File: config.mk
export PLATFORM = sky130hd
export DESIGN_NAME = pipe_hazard_ctrl
export DESIGN_NICKNAME = d
export VERILOG_FILES = /design/src/rtl/pipe_hazard_ctrl.sv
export SDC_FILE = /design/constraint.sdc
export NUM_CORES = 1
export LEC_CHECK = 0
export BUFFER_PORTS_ARGS = -buffer_cell sky130_fd_sc_hd__buf_2
export CAP_MARGIN = 20
export CELL_PAD_IN_SITES_DETAIL_PLACEMENT = 0
export CELL_PAD_IN_SITES_GLOBAL_PLACEMENT = 1
export CORE_UTILIZATION = 37
export DETAILED_ROUTE_END_ITERATION = 6
export PLACE_DENSITY = 0.84
export SETUP_SLACK_MARGIN = 0.15
export SLEW_MARGIN = 5
export SYNTH_ARGS = -nofsm -noshare
export SYNTH_HDL_FRONTEND = slang
export SYNTH_SLANG_ARGS = --single-unit
File: constraint.sdc
create_clock -name clk -period 3 [get_ports clk]
set_input_delay 0 -clock clk [delete_from_list [all_inputs] [get_ports clk]]
set_output_delay 0 -clock clk [all_outputs]
set_load 0.05 [all_outputs]
File: src/rtl/pipe_hazard_ctrl.sv
// Hazard sequencer for the 5-stage MIPS pipeline: load-use stalls, branch-taken
// flushes and a data-memory req/ack wait with timeout, plus a stall-cycle counter.
module pipe_hazard_ctrl #(
    parameter int MEM_TIMEOUT = 16,
    parameter int CNT_W       = 16
) (
    input  logic             clk,
    input  logic             rst,
    input  logic             idex_memread,
    input  logic [4:0]       idex_rt,
    input  logic [4:0]       ifid_rs,
    input  logic [4:0]       ifid_rt,
    input  logic             exmem_branch,
    input  logic             exmem_memread,
    input  logic             exmem_memwrite,
    input  logic             exmem_zflag,
    input  logic             dmem_ack,
    output logic             dmem_req,
    output logic             pc_en,
    output logic             pc_src,
    output logic             ifid_en,
    output logic             ifid_flush,
    output logic             idex_en,
    output logic             idex_flush,
    output logic             exmem_en,
    output logic             exmem_flush,
    output logic             memwb_flush,
    output logic             mem_err,
    output logic [CNT_W-1:0] stall_cnt
);

    localparam int WAIT_W = (MEM_TIMEOUT > 2) ? $clog2(MEM_TIMEOUT) : 1;
    localparam logic [WAIT_W-1:0] WAIT_LAST = WAIT_W'(MEM_TIMEOUT - 1);

    typedef enum logic {RUN, MEMWAIT} state_t;

    state_t             state_reg, state_next;
    logic [WAIT_W-1:0]  wait_cnt_reg, wait_cnt_next;
    logic               mem_err_reg;
    logic [CNT_W-1:0]   stall_cnt_reg;

    logic       mem_acc;
    logic       take_br;
    logic       ld_use;
    logic       timeout;
    logic       mem_wait;
    logic [1:0] src_match;
    logic [4:0] src_reg [2];

    assign src_reg[0] = ifid_rs;
    assign src_reg[1] = ifid_rt;

    generate
        for (genvar gi = 0; gi < 2; gi++) begin : g_src_cmp
            assign src_match[gi] = (idex_rt == src_reg[gi]);
        end
    endgenerate

    assign mem_acc = exmem_memread | exmem_memwrite;
    assign take_br = exmem_branch & exmem_zflag;
    assign ld_use  = idex_memread & (idex_rt != 5'd0) & (|src_match);

    // An ack arriving on the last wait cycle counts as a normal completion, not a timeout.
    assign timeout  = (state_reg == MEMWAIT) && (wait_cnt_reg == WAIT_LAST) && !dmem_ack;
    assign mem_wait = ((state_reg == RUN) && mem_acc && !dmem_ack) ||
                      ((state_reg == MEMWAIT) && !dmem_ack && !timeout);

    always_comb begin
        state_next    = state_reg;
        wait_cnt_next = '0;
        case (state_reg)
            RUN: begin
                if (mem_acc && !dmem_ack)
                    state_next = MEMWAIT;
            end
            MEMWAIT: begin
                if (dmem_ack || timeout)
                    state_next = RUN;
                else
                    wait_cnt_next = wait_cnt_reg + 1'b1;
            end
            default: state_next = RUN;
        endcase
    end

    always_comb begin
        dmem_req    = mem_acc & !rst;
        pc_en       = 1'b1;
        pc_src      = 1'b0;
        ifid_en     = 1'b1;
        ifid_flush  = 1'b0;
        idex_en     = 1'b1;
        idex_flush  = 1'b0;
        exmem_en    = 1'b1;
        exmem_flush = 1'b0;
        memwb_flush = 1'b0;
        if (rst) begin
            pc_en       = 1'b0;
            ifid_en     = 1'b0;
            ifid_flush  = 1'b1;
            idex_en     = 1'b0;
            idex_flush  = 1'b1;
            exmem_en    = 1'b0;
            exmem_flush = 1'b1;
            memwb_flush = 1'b1;
        end else if (mem_wait) begin
            // Whole front of the pipe freezes; MEM/WB gets bubbles until the access lands.
            pc_en       = 1'b0;
            ifid_en     = 1'b0;
            idex_en     = 1'b0;
            exmem_en    = 1'b0;
            memwb_flush = 1'b1;
        end else if (take_br) begin
            pc_src      = 1'b1;
            ifid_flush  = 1'b1;
            idex_flush  = 1'b1;
            exmem_flush = 1'b1;
        end else if (ld_use) begin
            pc_en      = 1'b0;
            ifid_en    = 1'b0;
            idex_flush = 1'b1;
        end
    end

    always_ff @(posedge clk) begin
        if (rst) begin
            state_reg     <= RUN;
            wait_cnt_reg  <= '0;
            mem_err_reg   <= 1'b0;
            stall_cnt_reg <= '0;
        end else begin
            state_reg    <= state_next;
            wait_cnt_reg <= wait_cnt_next;
            if (timeout)
                mem_err_reg <= 1'b1;
            if (!pc_en && (stall_cnt_reg != {CNT_W{1'b1}}))
                stall_cnt_reg <= stall_cnt_reg + 1'b1;
        end
    end

    assign mem_err   = mem_err_reg;
    assign stall_cnt = stall_cnt_reg;

endmodule

==> results.md <==
- Via density: 5.20
- Distinct cells, synth: 41
- Synth warn: 0
- Max FO, Critical Path: 20
- Synthesized flop and latch total: 22
- Reg clk slew, reported paths: 110 ps
- Mux cell area share after synthesis: 0.00772
- RSZ-0062 raised after global routing: no
- Simple-gate area share of the yosys netlist: 0.271
- Reg2Reg Depth: 6
- Max Cap Violations: 0
- Initial antenna violation count: 0
- Clock Tree Root: clkbuf_4
- Post-synth top area share: 0.340
- GPL Wtd Cong: 0.752
- CP Class: reg -> reg
- Nature of the critical path startpoint: flop
- Hold path cells: 4
- Hold Vio Cnt, Final: 0
- Setup Fix Bufs, Post-CTS: 0
- Run status: completed
- Leak pwr: 0.630 nW
- Sink Count: 22
- H-tree lvl count: 1
- Commonest non-fill, non-tap cell in the layout: buf_2
- Worst setup EP type: flop
- Worst reg2reg endpoint: stall_cnt[1]
- First-pass GRT wire length: 4620 microns
- Clk buf depth: 2
- Largest family of logic cells by synthesized area: simple AND/OR/NAND/NOR gates
- Compound-Gate Fraction of Synth Area: 0.208
- DRC: 0
- Dominant cell type by area after synthesis: dfxtp_1
- Detailed Route Iter0 Violations: 25
- WP data required: 3200 ps
- CP Buf/Inv Count: 0
- Worst Min Path Start: exmem_memread
- Clock skew: 2.46 ps
- Synth area leaders: dfxtp_1 34%, xnor2_1 7.4%, a21oi_1 5.4%
- Fin. max-slew vios: 0
- Pwr dens: 368 nW/um^2
- Worst-Skew Late Latency: 310 ps
- Chip height: 61.2 microns
- IO Count: 50
- Synthesized area per cell: 8.64 sq um
- # setup viols final: 0
- Hpwl dp: 2260 microns
- Sequential area share after synthesis: 0.340
- Final WS setup: 765 ps
- Final TNS setup: 0 ps
- Crit-path cells: nand4_2 > nor4_4 > a221oi_2 > a21oi_2 > mux2i_1 > nor2_1
- FF-to-FF setup slack: 770 ps
- CP delay by family, top: compound AO/OA/AOI/OAI gates
- Port Buffer Count: 49
- Final Cycle Share: 0.745
- Starting Density: 0.388
- Number of antenna diodes: 0
- WP data arrival: 2430 ps
- CTS buffer count: 3
- DP Area: 1540 sq um
- CTS tree: built
- Final #Nets: 222
- Total die area: 3740 sq um
- Vias in the first global route: 1097
- WL final: 2940 microns
- Largest net degree at the start of global routing: 24
- Crit path largest cell delay: 610 ps
- Mapped Area: 1300 sq um
- Min cycle time layout: 2230 ps
- FP Rows: 21
- R2R Path Start: stall_cnt[7]
- Slew Limit Headroom: 0.493
- Pre-Repair DR Iteration Count: 4
- Worst hold path type: in -> reg
- WHS: 86.3 ps
- Die width: 61.2 microns
- CP max stage cell: a21oi_2
- Vias: 1254
- Fmax: 448 MHz
- Post-route cell area: 1570 sq um
- Proportion of layout cells with a drive suffix above 1: 0.338
- Grt ovf: 0
- Core ar.: 3340 sq um
- Post-Place Setup Slack: 775 ps
- Hold EP: state_reg
- Worst vdd ir: 208 uV
- Routed length per instance: 12.2 microns
- Area delta synth->final: 20.9%
- Fill cells: 341
- Power Total: 577 uW
- GRT Total Usage: 0.164
- Most frequent cells in the layout: 49 x buf_2, 22 x dfxtp_1, 14 x a21oi_1
- Syn nets: 175
- Synth Area in Adders: 0.0193
- Worst Max-Slew Pin Slew: 760 ps
- Critical Path Start: stall_cnt[7]
- Max reg flops: 16
- Routed Antenna Nets: 0
- CTS resizes: 0
- Mapped Cells: 150
- Post-synthesis xor/xnor area fraction: 0.0878
## routing by layer
layer  track usage  wire [microns]  vias to the layer above
li1              -               -                      642
met4        0.0390              23                        0
met1         0.198            1340                      586
met3        0.0399             101                        5
met5             0               0                        -
met2         0.293            1470                       21
## area by class of cell
| class | count | area (sq um) | share of cell area |
|---|---|---|---|
| inverter | 6 | 22.5 | 0.0144 |
| multi-input combinational | 114 | 769 | 0.491 |
| sequential | 22 | 440 | 0.281 |
| tap | 46 | 57.6 | 0.0367 |
| clock buffer | 3 | 22.5 | 0.0144 |
| timing repair buffer | 50 | 255 | 0.163 |
## cell families after synthesis
| kind of cell | count (synthesis) |
|---|---|
| xor+xnor | 13 |
| fa+ha+maj | 2 |
| simple gates | 59 |
| compound gates | 39 |
| flops | 22 |
| mux | 1 |
| buf+inv | 14 |
## worst max-delay path by stage
stage | to | depth (start not counted)
2_1_floorplan | stall_cnt[1] | 8
3_3_place_gp | stall_cnt[1] | 6
3_5_place_dp | stall_cnt[1] | 6
4_1_cts | stall_cnt[1] | 6
5_1_grt | stall_cnt[1] | 6
6_report | stall_cnt[1] | 6
## synthesized netlist by cell type
| master | instances |
|---|---|
| or4_1 | 8 |
| o21bai_1 | 1 |
| a211oi_1 | 1 |
| buf_4 | 4 |
| inv_1 | 5 |
| o21ai_1 | 5 |
| xor2_1 | 2 |
| nor4_4 | 1 |
| ha_1 | 2 |
| nand2b_4 | 1 |
| inv_2 | 1 |
| o22ai_2 | 1 |
| a31o_2 | 1 |
| a21oi_2 | 3 |
| or2b_1 | 1 |
| xnor2_1 | 11 |
| a221oi_2 | 1 |
| nand4_2 | 1 |
| nor2_1 | 13 |
| o21ai_0 | 2 |
| a21oi_1 | 14 |
| and4_1 | 1 |
| nand4_1 | 1 |
| a211o_1 | 1 |
| or2_2 | 1 |
| nand2_1 | 7 |
| clkbuf_1 | 2 |
| buf_6 | 1 |
| dfxtp_1 | 22 |
| or3_1 | 7 |
| nand2_2 | 1 |
| a41oi_2 | 1 |
| nand3_1 | 10 |
| nor3_1 | 1 |
| o31ai_1 | 7 |
| buf_8 | 1 |
| nand3b_1 | 1 |
| and3_1 | 3 |
| mux2i_1 | 1 |
| o21ai_2 | 1 |
| nor4b_1 | 1 |
## through the flow
stage               std cells  utilization
floorplan                 150            -
global placement          237        0.460
detailed placement        237        0.460
CTS                       241        0.470
global route              241        0.470
finish                    241        0.470
## power breakdown
part,switching [mW],total [mW],internal [mW]
logic,0.0952,0.140,0.0449
registers,0.00781,0.306,0.298
clock network,0.0848,0.132,0.0470
total,0.188,0.577,0.390
## tightest hold or removal path: cells and delay by family
family	cells	cell delay, ps
AND/OR/NAND/NOR	3	270
buffers and inverters	1	80
## what timing repair did
action	4_1_cts	5_1_grt
setup endpoints to repair	0	0
hold buffers	1	0
endpoints found under the hold margin	1	0
Power figures use the tool's default switching activity.
